$ cat config.mk
export PLATFORM = sky130hd
export DESIGN_NAME = mips_instr_encoder
export DESIGN_NICKNAME = d
export VERILOG_FILES = /design/src/rtl/mips_enc_pkg.sv /design/src/rtl/mips_instr_pack.sv /design/src/rtl/mips_instr_encoder.sv
export SDC_FILE = /design/constraint.sdc
export NUM_CORES = 1
export LEC_CHECK = 0
export CAP_MARGIN = 25
export CORE_ASPECT_RATIO = 1.1
export CORE_MARGIN = 2
export CORE_UTILIZATION = 45
export CTS_CLUSTER_DIAMETER = 60
export DETAILED_ROUTE_END_ITERATION = 10
export MAX_ROUTING_LAYER = met4
export PLACE_DENSITY = 0.81
export REMOVE_ABC_BUFFERS = 1
export SYNTH_ARGS = -nofsm -noshare
export SYNTH_HDL_FRONTEND = slang
export SYNTH_HIERARCHICAL = 1
export SYNTH_SLANG_ARGS = --single-unit
$ cat constraint.sdc
create_clock -name clk -period 3.6 [get_ports clk]
set_clock_uncertainty 0.05 [all_clocks]
set_input_delay 0.72 -clock clk [delete_from_list [all_inputs] [get_ports clk]]
set_output_delay 0.72 -clock clk [all_outputs]
set_load 0.02 [all_outputs]
$ cat src/rtl/mips_enc_pkg.sv
// Shared types for the MIPS instruction encoder: op kinds, opcode constants, FSM states.
package mips_enc_pkg;

    typedef enum logic [2:0] {
        OP_RTYPE = 3'd0,
        OP_ADDI  = 3'd1,
        OP_BEQ   = 3'd2,
        OP_J     = 3'd3,
        OP_JAL   = 3'd4,
        OP_SW    = 3'd5,
        OP_LW    = 3'd6,
        OP_RES   = 3'd7
    } op_kind_e;

    localparam logic [5:0] OPC_RTYPE = 6'b000000;
    localparam logic [5:0] OPC_ADDI  = 6'b001000;
    localparam logic [5:0] OPC_BEQ   = 6'b000100;
    localparam logic [5:0] OPC_J     = 6'b000010;
    localparam logic [5:0] OPC_JAL   = 6'b000011;
    localparam logic [5:0] OPC_SW    = 6'b101011;
    localparam logic [5:0] OPC_LW    = 6'b100011;
    localparam logic [5:0] OPC_RES   = 6'b111111;

    typedef enum logic [1:0] {
        ST_IDLE = 2'd0,
        ST_LOAD = 2'd1,
        ST_FULL = 2'd2
    } enc_state_e;

endpackage

$ cat src/rtl/mips_instr_pack.sv
// Pure combinational packing of one request into a 32-bit MIPS word.
// Op 7 (RES) encodes only when MIPS_ENC_RES_EN is defined; otherwise it is illegal.
module mips_instr_pack
    import mips_enc_pkg::*;
(
    input  logic [2:0]  i_op,
    input  logic [4:0]  i_rs,
    input  logic [4:0]  i_rt,
    input  logic [4:0]  i_rd,
    input  logic [4:0]  i_shamt,
    input  logic [5:0]  i_funct,
    input  logic [15:0] i_imm,
    input  logic [25:0] i_target,
    output logic [31:0] o_word,
    output logic        o_legal
);

    // Select the field layout for the requested op kind.
    always_comb begin
        o_word  = 32'd0;
        o_legal = 1'b1;
        case (op_kind_e'(i_op))
            OP_RTYPE: o_word = {OPC_RTYPE, i_rs, i_rt, i_rd, i_shamt, i_funct};
            OP_ADDI:  o_word = {OPC_ADDI, i_rs, i_rt, i_imm};
            OP_BEQ:   o_word = {OPC_BEQ, i_rs, i_rt, i_imm};
            OP_J:     o_word = {OPC_J, i_target};
            OP_JAL:   o_word = {OPC_JAL, i_target};
            OP_SW:    o_word = {OPC_SW, i_rs, i_rt, i_imm};
            OP_LW:    o_word = {OPC_LW, i_rs, i_rt, i_imm};
            OP_RES: begin
`ifdef MIPS_ENC_RES_EN
                o_word  = {OPC_RES, 26'd0};
                o_legal = 1'b1;
`else
                o_word  = 32'd0;
                o_legal = 1'b0;
`endif
            end
            default: begin
                o_word  = 32'd0;
                o_legal = 1'b0;
            end
        endcase
    end

endmodule

$ cat src/rtl/mips_instr_encoder.sv
// Load-session controller writing encoded MIPS instructions into instruction memory.
// Optional feature: MIPS_ENC_RES_EN enables encoding of op 7 (RES).
module mips_instr_encoder
    import mips_enc_pkg::*;
#(
    parameter int DEPTH = 64
) (
    input  logic        clk,
    input  logic        rst_n,
    input  logic        start,
    input  logic        finish,
    input  logic [5:0]  base_addr,
    input  logic        in_valid,
    output logic        in_ready,
    input  logic [2:0]  op,
    input  logic [4:0]  rs,
    input  logic [4:0]  rt,
    input  logic [4:0]  rd,
    input  logic [4:0]  shamt,
    input  logic [5:0]  funct,
    input  logic [15:0] imm,
    input  logic [25:0] target,
    output logic        im_we,
    output logic [5:0]  im_addr,
    output logic [31:0] im_wd,
    output logic        busy,
    output logic        done,
    output logic        illegal,
    output logic [6:0]  count
);

    localparam logic [6:0] DEPTH_C = 7'(DEPTH);

    enc_state_e  r_state;
    enc_state_e  w_next_state;
    logic [5:0]  r_ptr;
    logic [6:0]  r_count;
    logic        r_done;
    logic        r_im_we;
    logic [5:0]  r_im_addr;
    logic [31:0] r_im_wd;
    logic        r_illegal;

    logic [31:0] w_word;
    logic        w_legal;
    logic        w_accept;
    logic        w_write;
    logic [6:0]  w_count_inc;
    logic        w_fill;

    mips_instr_pack u_pack (
        .i_op     (op),
        .i_rs     (rs),
        .i_rt     (rt),
        .i_rd     (rd),
        .i_shamt  (shamt),
        .i_funct  (funct),
        .i_imm    (imm),
        .i_target (target),
        .o_word   (w_word),
        .o_legal  (w_legal)
    );

    // Session control pulses take priority over requests, so ready drops while they are high.
    assign in_ready    = (r_state == ST_LOAD) & ~start & ~finish;
    assign w_accept    = in_valid & in_ready;
    assign w_write     = w_accept & w_legal;
    assign w_count_inc = r_count + 7'd1;
    assign w_fill      = w_write & (w_count_inc == DEPTH_C);

    assign busy    = (r_state == ST_LOAD);
    assign done    = r_done;
    assign count   = r_count;
    assign im_we   = r_im_we;
    assign im_addr = r_im_addr;
    assign im_wd   = r_im_wd;
    assign illegal = r_illegal;

    // FSM state register.
    always_ff @(posedge clk or negedge rst_n) begin
        if (!rst_n) begin
            r_state <= ST_IDLE;
        end else begin
            r_state <= w_next_state;
        end
    end

    // FSM next-state logic.
    always_comb begin
        w_next_state = r_state;
        case (r_state)
            ST_IDLE: begin
                if (start) w_next_state = ST_LOAD;
                else       w_next_state = ST_IDLE;
            end
            ST_LOAD: begin
                if (start)       w_next_state = ST_LOAD;
                else if (finish) w_next_state = ST_IDLE;
                else if (w_fill) w_next_state = ST_FULL;
                else             w_next_state = ST_LOAD;
            end
            ST_FULL: begin
                if (start)       w_next_state = ST_LOAD;
                else if (finish) w_next_state = ST_IDLE;
                else             w_next_state = ST_FULL;
            end
            default: w_next_state = ST_IDLE;
        endcase
    end

    // Write port, pointer, counter and status registers; a write never coincides with start.
    always_ff @(posedge clk or negedge rst_n) begin
        if (!rst_n) begin
            r_ptr     <= 6'd0;
            r_count   <= 7'd0;
            r_done    <= 1'b0;
            r_im_we   <= 1'b0;
            r_im_addr <= 6'd0;
            r_im_wd   <= 32'd0;
            r_illegal <= 1'b0;
        end else begin
            r_im_we   <= w_write;
            r_illegal <= w_accept & ~w_legal;
            if (w_write) begin
                r_im_addr <= r_ptr;
                r_im_wd   <= w_word;
                r_ptr     <= r_ptr + 6'd1;
                r_count   <= w_count_inc;
            end else if (start) begin
                r_ptr     <= base_addr;
                r_count   <= 7'd0;
            end else begin
                r_ptr     <= r_ptr;
                r_count   <= r_count;
            end
            if (start) begin
                r_done <= 1'b0;
            end else if ((r_state == ST_LOAD) && (finish || w_fill)) begin
                r_done <= 1'b1;
            end else begin
                r_done <= r_done;
            end
        end
    end

endmodule

Yosys cells after proc, flatten, opt, wreduce, memory -nomap -nowiden
Cells that the tools add are included.
{ "totals": {"register_bits": 56, "in_bits": 82, "output_inout_bits": 50, "word_cells": 49} }
{ "classes": {"add_sub_neg": 2, "eq_ne": 10, "n_mux": 15, "bitwise_logic": 8, "reduce_logical": 6} }
{ "ops": {"columns": ["cell", "count"], "rows": [
  ["$pmux W32 S8", 1],
  ["$mux W7", 2],
  ["$eq A3 B3 Y1 const B", 4],
  ["$mux W6", 2],
  ["$mux W2", 5],
  ["$add A7 B1 Y7 const B", 1],
  ["$eq A7 B7 Y1 const B", 1],
  ["$add A6 B1 Y6 const B", 1],
  ["$and A1 B1 Y1", 6],
  ["$eq A3 B2 Y1 const B", 2],
  ["$pmux W2 S3", 1],
  ["$mux W1", 4],
  ["$reduce_bool A2 Y1", 2],
  ["$eq A3 B1 Y1 const B", 1],
  ["$logic_not A3 Y1", 1],
  ["$eq A2 B1 Y1 const B", 1],
  ["$eq A2 B2 Y1 const B", 1],
  ["$logic_not A2 Y1", 1],
  ["$not A1 Y1", 2],
  ["$logic_and A1 B1 Y1", 1],
  ["$logic_or A1 B1 Y1", 1]
]} }

Logic depth before layout (Yosys ltp)
{ "logic_depth": {"ltp_word": 10, "depth_mapped": 10, "depth_no_buf": 7} }

By module
The synthesis kept the hierarchy.
{ "modules_own_cells": {"columns": ["mod", "n_inst", "cells_each", "area_per_inst_um2", "seq_area_each_um2"], "rows": [
  ["mips_instr_encoder", 1, 257, 2391.0, 1401.3],
  ["mips_instr_pack", 1, 158, 1183.6, 0.0]
]} }

Worst setup path before layout
No wires, ideal clock.
{ "synth_timing": {"kind": "input port to flip-flop", "startpoint": "input port start", "endpoint": "register r_state[0]", "arrival_time_ns": 1.988, "slack_ns": 1.441, "path_stages": 7, "n_path_buf": 2, "cell_sequence": "buf_2 nor4b_4 nand3_4 clkinv_2 buf_6 nand4_2 a22o_1"} }
{ "synth_via": {"elab_chain_cells": 10, "elab_cells_between_ends": 12, "classes_between": "6 x mux; 6 x bitwise"} }
{ "synth_lines": {"columns": ["item", "line", "rtl"], "rows": [
  ["start: declaration", "mips_instr_encoder.sv:10", "input logic start,"],
  ["$not A1 Y1", "mips_instr_encoder.sv:65", "assign in_ready = (r_state == ST_LOAD) & ~start & ~finish;"],
  ["$and A1 B1 Y1 (2 in series)", "mips_instr_encoder.sv:65", null],
  ["net in_ready", "mips_instr_encoder.sv:14", "output logic in_ready,"],
  ["$and A1 B1 Y1", "mips_instr_encoder.sv:66", "assign w_accept = in_valid & in_ready;"],
  ["$and A1 B1 Y1", "mips_instr_encoder.sv:67", "assign w_write = w_accept & w_legal;"],
  ["$and A1 B1 Y1", "mips_instr_encoder.sv:69", "assign w_fill = w_write & (w_count_inc == DEPTH_C);"],
  ["$mux W2", "mips_instr_encoder.sv:99", "else if (w_fill) w_next_state = ST_FULL;"],
  ["$mux W2", "mips_instr_encoder.sv:98", "else if (finish) w_next_state = ST_IDLE;"],
  ["$mux W2", "mips_instr_encoder.sv:97", "if (start) w_next_state = ST_LOAD;"],
  ["$pmux W2 S3", "mips_instr_encoder.sv:91", "case (r_state)"],
  ["net w_next_state[0]", "mips_instr_encoder.sv:35", "enc_state_e w_next_state;"],
  ["end signal: assignment", "mips_instr_encoder.sv:84", "r_state <= w_next_state;"],
  ["end: declaration", "mips_instr_encoder.sv:34", "enc_state_e r_state;"]
]} }
The timed path passes the listed nets, and every way through them passes these cells.
A chain may end at the register's enable or synchronous reset.

Final worst setup path
{ "layout_timing": {"startpoint": "input port start", "endpoint": "output port in_ready"} }
{ "layout_via": {"elab_chain_cells": 3} }
{ "layout_lines": {"columns": ["item", "line"], "rows": [
  ["$not A1 Y1", "mips_instr_encoder.sv:65"],
  ["$and A1 B1 Y1 (2 in series)", "mips_instr_encoder.sv:65"],
  ["end: declaration", "mips_instr_encoder.sv:14"]
]} }
No other way between the ends.

==> flow_metrics.env <==
export IMPL_numPortBuffers=131
export IMPL_antenna_found_initial=0
export IMPL_grt_use_total_pct=23.2
export IMPL_die_y_um=97.5
export IMPL_yosysSeqAreaShare_pct=39.2
export IMPL_cp_end_kind="output port"
export IMPL_grt_use_met1_pct=29.3
export IMPL_hpwlAfterDp_mm=7.12
export IMPL_critPathLaunchType="input port"
export IMPL_start_util_pct=45.7
export IMPL_cts_resized=0
export IMPL_avgSynthCellArea_um2=8.61
export IMPL_rrSetupSlack_ns=1.41
export IMPL_leakagePower_uw=0.00210
export IMPL_netlist_area_um2=3570
export IMPL_fmax_mhz=313
export IMPL_relSlewSlack_pct=48.7
export IMPL_synth_top_area_cell="dfrtp_1"
export IMPL_slowest_stage="clkdlybuf4s50_1"
export IMPL_clk_pin_slew_ns=0.10
export IMPL_setup_violations=0
export IMPL_grt_max_degree=50
export IMPL_finalHoldViolCount=0
export IMPL_min_period_over_period_pct=88.6
export IMPL_postCtsSetupRepairBufs=0
export IMPL_num_rows=34
export IMPL_wl_per_cell_um=15.6
export IMPL_path_max_fanout=8
export IMPL_synthToLayoutAreaGrowth_pct=38.8
export IMPL_antenna_left=0
export IMPL_final_cells=637
export IMPL_slew_violations=0
export IMPL_fin_crit_ns=3.19
export IMPL_grt_ovfl_total=0
export IMPL_final_util_pct=63.4
export IMPL_grt_pass1_vias=3353
export IMPL_cts_tree="built"
export IMPL_worstReg2RegStart="r_state[1]"
export IMPL_stdcell_area_um2=4960
export IMPL_worstSetupPathType="in -> out"
export IMPL_n_fill_cell=682
export IMPL_synth_cell_types=47
export IMPL_rsz0062_at_grt="false"
export IMPL_timing_setup_tns_ns=0
export IMPL_worstHoldPathType="in -> async"
export IMPL_cts_sinks=56
export IMPL_ff2ff_path_depth=6
export IMPL_fp_dieW_um=89.0
export IMPL_nets=613
export IMPL_cp_buffers_inverters=2
export IMPL_die_area_um2=8670
export IMPL_cts_made_buffers=5
export IMPL_yosysWarningCount=6
export IMPL_synth_area_leaders="dfrtp_1 (39%), nand2_1 (16%), nand4bb_1 (5.0%)"
export IMPL_path_cells="clkdlybuf4s50_1 -> nor4b_4 -> clkdlybuf4s50_1"
export IMPL_pre_cts_slack_ns=0.300
export IMPL_ir_worst_vdd_uv=205
export IMPL_crit_family="buffers and inverters"
export IMPL_rr_endpoint="count[3]"
export IMPL_tightest_slew_ns=0.770
export IMPL_ys_seq_elements=56
export IMPL_layout_setup_ws_ns=0.409
export IMPL_dpl_cell_count=629
export IMPL_via_per_inst=5.49
export IMPL_diodes=0
export IMPL_use_met2_pct=38.4
export IMPL_ioPinCount=132
export IMPL_routed_wl_mm=9.91
export IMPL_first_pass_iters=4
export IMPL_cp_common_cell="clkdlybuf4s50_1"
export IMPL_drt_iter0_markers=197
export IMPL_yosysTopAreaCellShare_pct=39.2
export IMPL_outcome="finished, final reports clean"
export IMPL_remaining_drc_errors=0
export IMPL_drive_above_1_share_pct=8.70
export IMPL_cts_root_buf="clkbuf_8"
export IMPL_crit_arrival_ns=2.42
export IMPL_grt_busiest_layer="met2"
export IMPL_holdBufCountCts=0
export IMPL_synth_edf_count=0
export IMPL_synthArstFlopShare_pct=100
export IMPL_cts_path_max_buffers=2
export IMPL_htree_levels=2
export IMPL_gr_usage_met3_pct=4.59
export IMPL_insertion_delay_ns=0.31
export IMPL_synth_common_cells="nand2_1 (148), dfrtp_1 (56), o21ai_0 (23)"
export IMPL_synthFlopType="dfrtp_1"
export IMPL_drv_cap=0
export IMPL_crit_required_ns=2.83
export IMPL_postSynthCellCount=415
export IMPL_p_per_area_nw_per_um2=381
export IMPL_gp_congestion=0.905
export IMPL_fp_coreArea_um2=7830
export IMPL_place_area_um2=4840
export IMPL_grt_pass1_wl_mm=15.8
export IMPL_cpPeakStageDelay_ns=0.68
export IMPL_synth_most_common_cell="nand2_1"
export IMPL_dr_total_vias=3498
-- report_power, final --
part	switching, uW	internal (uW)	total (uW)
logic	340	338	678
clock network	206	210	416
registers	67.3	730	798
total	613	1280	1890
-- how the worst max path moves through the flow --
stage / startpoint / end / slack (ns) / cells after the start
2_1_floorplan: op[1] / r_ptr[4] / 0.83 / 7
3_3_place_gp: op[0] / r_ptr[4] / 0.40 / 8
3_5_place_dp: op[0] / r_ptr[5] / 0.30 / 8
4_1_cts: start / in_ready / 0.41 / 3
5_1_grt: start / in_ready / 0.34 / 3
6_report: start / in_ready / 0.41 / 3
-- metrics by stage --
stage / power [uW] / hold WS, ns
after floorplan: 1100 / 0.374
after global placement: 1480 / 0.409
after detailed placement: 1490 / 0.411
after CTS: 1900 / 0.436
after global routing: 1990 / 0.455
final: 1890 / 0.429
-- area by class of cell --
cell class	count	area [um2]	share of cell area (%)
Multi-Input combinational cell	324	1940	39.2
Sequential cell	56	1400	28.2
Timing Repair Buffer	139	1360	27.3
Tap cell	108	135	2.72
Clock buffer	5	68.8	1.39
Clock inverter	3	47.5	0.958
Inverter	2	8.76	0.177
-- state kept, by name, indices dropped and copies added (netlist names) --
register and cells:
im_addr 6, illegal 1, r_state 2, r_ptr 6, im_we 1, count 7
done 1, im_wd 32
-- cells in the final DEF, fill, tap and decap left out, drive strengths merged, types with 4 or more instances in the layout --
master,n
a21o,10
a22oi,17
buf,11
clkbuf,5
clkdlybuf4s50,128
dfrtp,56
nand2,148
nand3b,11
nand4,4
nand4bb,16
nor2,9
nor2b,4
o211ai,26
o21ai,41
-- kinds of logic after synthesis --
| kind of cell | count (synthesis) | synth area share, % |
|---|---|---|
| fa+ha+maj | 3 | 1.05 |
| compound gates | 111 | 22.9 |
| flops | 56 | 39.2 |
| xor+xnor | 3 | 0.735 |
| simple gates | 206 | 29.5 |
| other cells | 1 | 0.105 |
| buf+inv | 35 | 6.51 |
-- metal layers --
metal | up-vias | share of wire, %
li1 | 1685 | -
met1 | 1656 | 42
met2 | 145 | 49
met3 | 12 | 7.1
met4 | 0 | 1.6
met5 | - | 0
No activity file was read; power rests on OpenSTA's default activity.
